--- src/rtl/bank_ram_pkg.sv ---
// Shared types and helpers for the banked RAM front-end and its response FIFO.
package bank_ram_pkg;

  typedef enum logic {
    SHARED   = 1'b0,
    PER_BANK = 1'b1
  } addr_mode_e;

  localparam int DEF_BANKS  = 5;
  localparam int DEF_DATA_W = 32;

  // Default-geometry response record; the controller declares a parameter-sized copy.
  typedef struct packed {
    logic [DEF_BANKS*DEF_DATA_W-1:0] data;
    logic [DEF_BANKS-1:0]            mask;
  } rsp_t;

  function automatic int cnt_width(input int depth);
    return $clog2(depth + 1);
  endfunction

endpackage

--- src/rtl/bank_rsp_fifo.sv ---
// Synchronous FIFO with a registered head word, full/empty flags and an occupancy count.
module bank_rsp_fifo
  import bank_ram_pkg::*;
#(
  parameter  int WIDTH = 8,
  parameter  int DEPTH = 4,
  localparam int CNT_W = cnt_width(DEPTH),
  localparam int PTR_W = (DEPTH > 1) ? $clog2(DEPTH) : 1
) (
  input  logic             clk,
  input  logic             rst,
  input  logic             i_push,
  input  logic             i_pop,
  input  logic [WIDTH-1:0] i_din,
  output logic [WIDTH-1:0] o_dout,
  output logic             o_full,
  output logic             o_empty,
  output logic [CNT_W-1:0] o_count
);

  localparam logic [CNT_W-1:0] DEPTH_C = CNT_W'(DEPTH);
  localparam logic [CNT_W-1:0] ONE_C   = CNT_W'(1);

  logic [WIDTH-1:0] r_mem [DEPTH];
  logic [PTR_W-1:0] r_wptr, r_rptr;
  logic [CNT_W-1:0] r_count;
  logic [WIDTH-1:0] r_dout;
  logic             w_push, w_pop;

  function automatic logic [PTR_W-1:0] ptr_inc(input logic [PTR_W-1:0] p);
    return (p == PTR_W'(DEPTH - 1)) ? '0 : p + PTR_W'(1);
  endfunction

  assign w_push = i_push && (r_count != DEPTH_C);
  assign w_pop  = i_pop && (r_count != '0);

  always_ff @(posedge clk) begin
    if (w_push) r_mem[r_wptr] <= i_din;
  end

  // Head register reloads from the write port when the queue is (or becomes) one deep.
  always_ff @(posedge clk) begin
    if (rst) begin
      r_wptr  <= '0;
      r_rptr  <= '0;
      r_count <= '0;
      r_dout  <= '0;
    end else begin
      if (w_push) r_wptr <= ptr_inc(r_wptr);
      if (w_pop)  r_rptr <= ptr_inc(r_rptr);
      r_count <= r_count + CNT_W'(w_push) - CNT_W'(w_pop);
      if (w_push && ((r_count == '0) || ((r_count == ONE_C) && w_pop)))
        r_dout <= i_din;
      else if (w_pop && (r_count > ONE_C))
        r_dout <= r_mem[ptr_inc(r_rptr)];
    end
  end

  assign o_dout  = r_dout;
  assign o_full  = (r_count == DEPTH_C);
  assign o_empty = (r_count == '0);
  assign o_count = r_count;

endmodule

--- src/rtl/bank_ram_ctrl.sv ---
// Banked RAM front-end: SIMD/per-bank addressing, fixed-latency read tags and a
// credit-limited in-order response FIFO with backpressure.
module bank_ram_ctrl
  import bank_ram_pkg::*;
#(
  parameter int NUM_BANKS   = 5,
  parameter int ADDR_WIDTH  = 9,
  parameter int DATA_WIDTH  = 32,
  parameter int RAM_LATENCY = 2,
  parameter int RSP_DEPTH   = 4
) (
  input  logic                           clk,
  input  logic                           rst,
  input  logic                           cmd_valid,
  output logic                           cmd_ready,
  input  logic                           cmd_rw,
  input  addr_mode_e                     cmd_mode,
  input  logic [NUM_BANKS-1:0]           cmd_mask,
  input  logic [NUM_BANKS*ADDR_WIDTH-1:0] cmd_addr,
  input  logic [NUM_BANKS*DATA_WIDTH-1:0] cmd_wdata,
  output logic                           rsp_valid,
  input  logic                           rsp_ready,
  output logic [NUM_BANKS*DATA_WIDTH-1:0] rsp_data,
  output logic [NUM_BANKS-1:0]           rsp_mask,
  output logic                           busy,
  output logic [NUM_BANKS-1:0]           ram_en,
  output logic [NUM_BANKS-1:0]           ram_we,
  output logic [NUM_BANKS*ADDR_WIDTH-1:0] ram_addr,
  output logic [NUM_BANKS*DATA_WIDTH-1:0] ram_wdata,
  input  logic [NUM_BANKS*DATA_WIDTH-1:0] ram_rdata
);

  localparam int CNT_W = cnt_width(RSP_DEPTH);
  localparam int RSP_W = NUM_BANKS*DATA_WIDTH + NUM_BANKS;
  localparam logic [CNT_W-1:0] DEPTH_C = CNT_W'(RSP_DEPTH);

  typedef struct packed {
    logic [NUM_BANKS*DATA_WIDTH-1:0] data;
    logic [NUM_BANKS-1:0]            mask;
  } rsp_p_t;

  logic [CNT_W-1:0]                      r_out;
  logic [RAM_LATENCY:1]                  r_vld_pipe;
  logic [RAM_LATENCY:1][NUM_BANKS-1:0]   r_tag_pipe;
  logic                                  w_fire, w_rd_fire, w_pop;
  logic [NUM_BANKS*DATA_WIDTH-1:0]       w_rd_masked;
  rsp_p_t                                w_push_rsp, w_head;
  logic                                  w_fifo_full, w_fifo_empty;
  logic [CNT_W-1:0]                      w_unused_fifo_count;

  assign cmd_ready = !rst && (r_out < DEPTH_C);
  assign w_fire    = cmd_valid && cmd_ready;
  assign w_rd_fire = w_fire && !cmd_rw;
  assign ram_en    = w_fire ? cmd_mask : '0;
  assign ram_we    = (w_fire && cmd_rw) ? cmd_mask : '0;
  assign ram_wdata = cmd_wdata;

  for (genvar i = 0; i < NUM_BANKS; i++) begin : g_bank
    assign ram_addr[i*ADDR_WIDTH +: ADDR_WIDTH] = (cmd_mode == PER_BANK) ?
      cmd_addr[i*ADDR_WIDTH +: ADDR_WIDTH] : cmd_addr[0 +: ADDR_WIDTH];
    assign w_rd_masked[i*DATA_WIDTH +: DATA_WIDTH] =
      ram_rdata[i*DATA_WIDTH +: DATA_WIDTH] & {DATA_WIDTH{r_tag_pipe[RAM_LATENCY][i]}};
  end

  assign w_push_rsp = '{data: w_rd_masked, mask: r_tag_pipe[RAM_LATENCY]};

  // Tag stage k is valid in the k-th cycle after the read fired, aligned with ram_rdata at k = RAM_LATENCY.
  always_ff @(posedge clk) begin
    if (rst) begin
      r_vld_pipe <= '0;
      r_tag_pipe <= '0;
    end else begin
      r_vld_pipe[1] <= w_rd_fire;
      r_tag_pipe[1] <= cmd_mask;
      for (int k = 2; k <= RAM_LATENCY; k++) begin
        r_vld_pipe[k] <= r_vld_pipe[k-1];
        r_tag_pipe[k] <= r_tag_pipe[k-1];
      end
    end
  end

  always_ff @(posedge clk) begin
    if (rst) r_out <= '0;
    else     r_out <= r_out + CNT_W'(w_rd_fire) - CNT_W'(w_pop);
  end

  bank_rsp_fifo #(
    .WIDTH (RSP_W),
    .DEPTH (RSP_DEPTH)
  ) u_rsp_fifo (
    .clk     (clk),
    .rst     (rst),
    .i_push  (r_vld_pipe[RAM_LATENCY] && !w_fifo_full),
    .i_pop   (w_pop),
    .i_din   (w_push_rsp),
    .o_dout  (w_head),
    .o_full  (w_fifo_full),
    .o_empty (w_fifo_empty),
    .o_count (w_unused_fifo_count)
  );

  assign rsp_valid = !w_fifo_empty && !rst;
  assign w_pop     = rsp_valid && rsp_ready;
  assign rsp_data  = w_head.data;
  assign rsp_mask  = w_head.mask;
  assign busy      = !rst && (r_out != '0);

endmodule
--- config.mk ---
export PLATFORM = sky130hd
export DESIGN_NAME = bank_ram_ctrl
export DESIGN_NICKNAME = d
export VERILOG_FILES = /design/src/rtl/bank_ram_pkg.sv /design/src/rtl/bank_rsp_fifo.sv /design/src/rtl/bank_ram_ctrl.sv
export SDC_FILE = /design/constraint.sdc
export NUM_CORES = 1
export LEC_CHECK = 0
export CAP_MARGIN = 40
export CORE_AREA = 2 2 296 298
export CTS_CLUSTER_DIAMETER = 40
export DETAILED_ROUTE_END_ITERATION = 16
export DIE_AREA = 0 0 298 300
export PLACE_DENSITY = 0.66
export SYNTH_ARGS = -nofsm -noshare
export SYNTH_HDL_FRONTEND = slang
export SYNTH_SLANG_ARGS = --single-unit
--- constraint.sdc ---
create_clock -name clk -period 6.1 [get_ports clk]
set_clock_uncertainty 0.15 [all_clocks]
set_input_delay 1.22 -clock clk [delete_from_list [all_inputs] [get_ports clk]]
set_output_delay 1.22 -clock clk [all_outputs]
set_load 0.005 [all_outputs]
==> results of run 1 <==
layout make-up:
| type | instances | area share |
|---|---|---|
| flip-flops and latches | 847 | 0.555 |
| multi-input cells | 976 | 0.196 |
| repair buffers | 476 | 0.116 |
| clock buffers | 133 | 0.0661 |
| well taps | 1155 | 0.0340 |
| clock inverters | 59 | 0.0169 |
| inverters | 174 | 0.0154 |
| diodes | 10 | 0.000589 |
state kept, by name, indices dropped and copies added, names as in the netlist:
register	flops
u_rsp_fifo.r_mem	660
u_rsp_fifo.o_dout	165
r_tag_pipe	10
r_out	3
u_rsp_fifo.o_count	3
r_vld_pipe	2
u_rsp_fifo.r_rptr	2
u_rsp_fifo.r_wptr	2
per-stage QoR:
stage               total power, uW  hold WS (ns)  setup slack (ns)  instance area [um2]  cells
finish                        14800         0.288              1.68                42500   3830
global route                  15200         0.302              1.61                42500   3824
CTS                           14900         0.287              1.69                42500   3820
detailed placement             8730         0.273              1.69                38900   3628
global placement               8660         0.267              1.71                38700   3620
floorplan                      7840         0.264             0.721                34500   2340
where the power goes:
group | leakage [uW] | internal (uW) | switching [uW]
logic | 0.00540 | 986 | 1100
registers | 0.00763 | 6370 | 138
clock network | 0.00170 | 3700 | 2460
cells in the final DEF, fill, tap and decap left out, types with 11 or more instances in the layout:
| cell type | count |
|---|---|
| nand2_1 | 236 |
| mux4_2 | 165 |
| edfxtp_1 | 660 |
| clkbuf_1 | 18 |
| buf_4 | 21 |
| clkbuf_8 | 12 |
| inv_1 | 174 |
| dfxtp_1 | 185 |
| clkdlybuf4s50_1 | 437 |
| nor2_1 | 11 |
| inv_6 | 12 |
| a221oi_1 | 165 |
| nor2b_1 | 16 |
| a21oi_1 | 167 |
| nand3_1 | 165 |
| clkbuf_16 | 103 |
metal layers:
layer,up-vias,routed length (um),GRT usage,part of all wire
li1,9153,-,-,-
met1,10800,35900,0.250,0.31
met2,1264,59100,0.441,0.51
met3,196,15200,0.124,0.13
met4,14,4230,0.0881,0.037
met5,-,444,0.0323,0.0039
cell families (layout without fill, tap and decap cells):
logic type | Yosys count | count (layout) | synth area share
compound gates | 335 | 335 | 0.0672
xor+xnor | 3 | 3 | 0.000762
fa+ha+maj | 11 | 11 | 0.00442
buf+inv | 517 | 842 | 0.0766
flops | 847 | 847 | 0.683
mux | 167 | 167 | 0.108
other cells | 0 | 10 | 0
simple gates | 460 | 460 | 0.0598
worst max-delay path by stage:
stage                                     start                endpoint  depth (start not counted)
final                                  cmd_mode            ram_addr[29]                          5
after global routing                   cmd_mode            ram_addr[38]                          5
after CTS                              cmd_mode            ram_addr[29]                          5
after detailed placement               cmd_mode            ram_addr[29]                          5
after global placement                 cmd_mode            ram_addr[29]                          5
after floorplan           u_rsp_fifo.o_count[0]  u_rsp_fifo.r_mem[1][0]                          3
==> impl_results.md, run 1 <==
- Pwr Density: 347 mW/mm2
- Yosys reg bits: 847
- EDFF count, synth: 660
- Post-Synthesis Cells: 2340
- Number of buffers and inverters on the critical path: 3
- R2r setup slk: 3.08 ns
- Resize count post-CTS: 0
- Worst R2R Path Depth: 6
- Crit path largest cell delay: 0.47 ns
- Worst Hold Launch: r_tag_pipe[0]
- Synth area leader: edfxtp_1
- Synth top area share: 0.574
- Initial Util: 0.400
- Worst Setup End Kind: primary output
- Final hold vios: 0
- H-Tree Level Count: 3
- Postcts setup bufs: 0
- Wirelength per Cell: 30.0 um
- Rel. slew slack: 0.316
- Maximum fanout along the worst path: 45
- Remaining routing DRC violations: 0
- Synth area leaders: edfxtp_1 57%, dfxtp_1 11%, mux4_2 11%, a221oi_1 4.2%, buf_4 3.7%
- Antenna-violating nets left: 0
- Fmax: 226 MHz
- Synthesized Nets: 2727
- Syn Std Cell Area: 0.0345 mm2
- Count leader, synth: edfxtp_1
- Number of global-route vias before repair: 21600
- Final net count: 2963
- Worst slew pin tran: 1.03 ns
- Area of the multi-input gates: 0.00834 mm2
- DIE WIDTH: 298 um
- Sink Count: 847
- Setup TNS: 0 ns
- Detailed Place HPWL: 76.7 mm
- Share of flip-flops with an asynchronous set or reset: 0
- Pleak: 0.0147 uW
- Hold-critical path depth: 1
- Worst-path clk slew: 0.06 ns
- Worst r2r dst: u_rsp_fifo.o_dout[12]
- Final cycle utilization of the critical path: 0.725
- Worst-Skew Late Latency: 0.66 ns
- Routability Congestion: 1.06
- Bufs on Longest Clock Path: 3
- Hold_buf cts: 0
- Crit path DAT: 3.05 ns
- Warnings from Yosys: 0
- Reg2reg start: u_rsp_fifo.o_count[0]
- Post-synthesis area per instance: 14.7 um2
- Initial DRC Count: 1753
- Final wirelength: 115 mm
- Worst path slowest cell: clkdlybuf4s50_1
- Setup CP Type: input port to primary output
- First-pass GRT wire length: 160 mm
- Core ar.: 0.0862 mm2
- Hold EP: r_tag_pipe[5]
- Initial antenna violation count: 25
- Setup Viol. Count Final: 0
- Core Util, Final: 0.493
- Vias per inst: 5.60
- I/O pin count: 759
- Post-synthesis sequential area ratio: 0.683
- Sequential cell area: 0.0236 mm2
- Layout area overhead: 23.2%
- Cells along the critical path: clkdlybuf4s50_1 -> buf_4 -> nand2b_1 -> nand2_1 -> clkdlybuf4s50_1
- Die height: 300 um
- Layout cell share with drive strength beyond 1: 0.146
- Most used DFF post-synth: edfxtp_1
- Clock root cell: clkbuf_16
- Vias: 21400
- HP Class: flip-flop to flip-flop
- Yosys cell types: 28
- Total CTS buffers: 101
- CTS tree: yes
- VDD IR max: 0.218 mV
- Row count: 108
- CP most frequent cell: clkdlybuf4s50_1
- Critical Path RT: 4.73 ns
- Gr usage total: 0.249
- Slew Limit Fails: 0
- IO buf count: 438
- First drt pass iteration count: 6
- CP top delay family: buffers and inverters
- Post-layout min period: 4.42 ns
- Max Cap Violations: 0
- Die area: 0.0894 mm2
- Unrepaired setup endpoints after global routing: no
- CP startpoint kind: input port
- Total gr overflow: 0
- Pin count of the biggest net entering global routing: 204
- Synth cell count leaders: 660 x edfxtp_1, 237 x nand2_1, 187 x dfxtp_1, 174 x inv_1, 170 x buf_4
- Layout fillers: 7293
- Status: complete, no violations
Power figures use the tool's default switching activity.
==> inputs of run 2 (changes only) <==
clock period = 4.1 ns   (was 6.1 ns; I/O delays follow)
==> run 2 against run 1 <==
Net effect: count of clock-buffer cells in the layout fell by 9; via count rose by 0.64%; first-iteration DRC count rose by 6.7%; critical endpoint is now ram_addr[41]; largest power group is now clock.
==> impl_results.md, run 2 (synthesis results as in run 1) <==
- IO buf count: 438 (unchanged)
- Remaining routing DRC violations: 0 (unchanged)
- Total gr overflow: 0 (unchanged)
- Pin count of the biggest net entering global routing: 167 (was 204)
- VDD IR max: 0.429 mV (was 0.218 mV)
- Number of global-route vias before repair: 22100 (was 21600)
- Sequential cell area: 0.0236 mm2 (about the same)
- Worst slew pin tran: 1.04 ns (was 1.03 ns)
- Fmax: 283 MHz
- Vias: 21600 (was 21400)
- Crit path largest cell delay: 0.51 ns (was 0.47 ns)
- Area of the multi-input gates: 0.00834 mm2 (unchanged)
- Detailed Place HPWL: 77.8 mm (was 76.7 mm)
- HP Class: flip-flop to flip-flop (unchanged)
- Resize count post-CTS: 0 (unchanged)
- Initial DRC Count: 1871 (was 1753)
- Cells along the critical path: clkdlybuf4s50_1 -> buf_12 -> nand2b_1 -> nand2_1 -> clkdlybuf4s50_1 (was clkdlybuf4s50_1 -> buf_4 -> nand2b_1 -> nand2_1 -> clkdlybuf4s50_1)
- DIE WIDTH: 298 um (unchanged)
- Pleak: 0.0149 uW (was 0.0147 uW)
- Status: complete, no violations (unchanged)
- Setup TNS: 0 ns (unchanged)
- Pwr Density: 533 mW/mm2 (was 347 mW/mm2)
- Non-Filler Instances: 3842 (was 3830)
- CP top delay family: buffers and inverters (unchanged)
- Setup CP Type: input port to primary output (unchanged)
- CP most frequent cell: clkdlybuf4s50_1 (unchanged)
- Total CTS buffers: 108 (was 101)
- Layout area overhead: 24.5% (was 23.2%)
- Most frequent cells in the layout: 660 x edfxtp_1, 437 x clkdlybuf4s50_1, 236 x nand2_1 (unchanged)
- First drt pass iteration count: 7 (was 6)
- Final net count: 2974 (was 2963)
- Layout cell share with drive strength beyond 1: 0.152 (was 0.146)
- Rel. slew slack: 0.306 (was 0.316)
- I/O pin count: 759 (unchanged)
- Number of buffers and inverters on the critical path: 3 (unchanged)
- First-pass GRT wire length: 165 mm (was 160 mm)
- Layout fillers: 7257 (was 7293)
- Core ar.: 0.0862 mm2 (unchanged)
- Sink Count: 847 (unchanged)
- Final cycle utilization of the critical path: 0.861
- Max Cap Violations: 0 (unchanged)
- Routability Congestion: 1.10 (was 1.06)
- Worst Setup End Kind: primary output (unchanged)
- Worst-Skew Late Latency: 0.66 ns (about the same)
- Unrepaired setup endpoints after global routing: no (unchanged)
- Initial antenna violation count: 18 (was 25)
- Bufs on Longest Clock Path: 3 (unchanged)
- Vias per inst: 5.62 (was 5.60)
- Antenna-violating nets left: 0 (unchanged)
- Worst-path clk slew: 0.06 ns (about the same)
- Post-layout min period: 3.53 ns
- CTS tree: yes (unchanged)
- Final hold vios: 0 (unchanged)
- Placed cell count: 3632 (was 3628)
- Hold_buf cts: 0 (unchanged)
- Most common cell after layout, fill and taps aside: edfxtp_1 (unchanged)
- H-Tree Level Count: 3 (unchanged)
- Final wirelength: 118 mm (was 115 mm)
- Gr usage total: 0.257 (was 0.249)
- Core Util, Final: 0.498 (was 0.493)
- Initial Util: 0.400 (unchanged)
- Postcts setup bufs: 0 (unchanged)
- Crit path DAT: 2.56 ns (was 3.05 ns)
- Row count: 108 (unchanged)
- Slew Limit Fails: 0 (unchanged)
- Max FFs per register: 660 (unchanged)
- Die area: 0.0894 mm2 (unchanged)
- Worst path slowest cell: clkdlybuf4s50_1 (unchanged)
- Die height: 300 um (unchanged)
- Setup Viol. Count Final: 0 (unchanged)
- Wirelength per Cell: 30.7 um (was 30.0 um)
- Clock root cell: clkbuf_16 (unchanged)
- Critical Path RT: 3.13 ns (was 4.73 ns)
- CP startpoint kind: input port (unchanged)
- Maximum fanout along the worst path: 45 (unchanged)
- Most flops, register: u_rsp_fifo.r_mem (unchanged)
-- run 2: final timing paths --
kind,slack [ns],to,startpoint,cells past startpoint
setup / recovery,0.57,ram_addr[41],cmd_mode,5
hold / removal,0.28,r_tag_pipe[7],r_tag_pipe[2],1
setup reg to reg,1.09,r_out[2],r_out[2],11
hold reg to reg,0.28,r_tag_pipe[7],r_tag_pipe[2],1
-- run 2: routing by layer --
layer / track usage / wire, um / share of wire / up-vias
li1: - / - / - / 9178
met1: 0.263 / 37800 / 0.32 / 11000
met2: 0.437 / 58600 / 0.50 / 1181
met3: 0.131 / 15400 / 0.13 / 205
met4: 0.120 / 5800 / 0.049 / 12
met5: 0.0153 / 218 / 0.0018 / -
-- run 2: metrics by stage --
step / total power (uW) / area [um2] / hold slack [ns] / worst slack (ns)
after floorplan: 11700 / 34500 / 0.264 / 0.541
after global placement: 12900 / 38900 / 0.267 / 0.421
after detailed placement: 13000 / 39000 / 0.277 / 0.502
after CTS: 23000 / 42900 / 0.290 / 0.604
after global routing: 23600 / 42900 / 0.304 / 0.573
final: 22900 / 43000 / 0.284 / 0.569
-- run 2: report_power, final --
| part | internal [uW] | switching [uW] | total (uW) |
|---|---|---|---|
| Combinational | 1440 | 1660 | 3100 |
| Clock | 6250 | 3840 | 10100 |
| Sequential | 9480 | 200 | 9680 |
| Total | 17200 | 5700 | 22900 |
-- run 2: cell type report --
type | count | share of cell area
antenna | 5 | 0.000291
clock inverter | 81 | 0.0244
inverter | 174 | 0.0152
tap | 1155 | 0.0336
timing repair buffer | 480 | 0.117
clock buffer | 124 | 0.0667
multi-input combinational | 976 | 0.194
sequential | 847 | 0.549
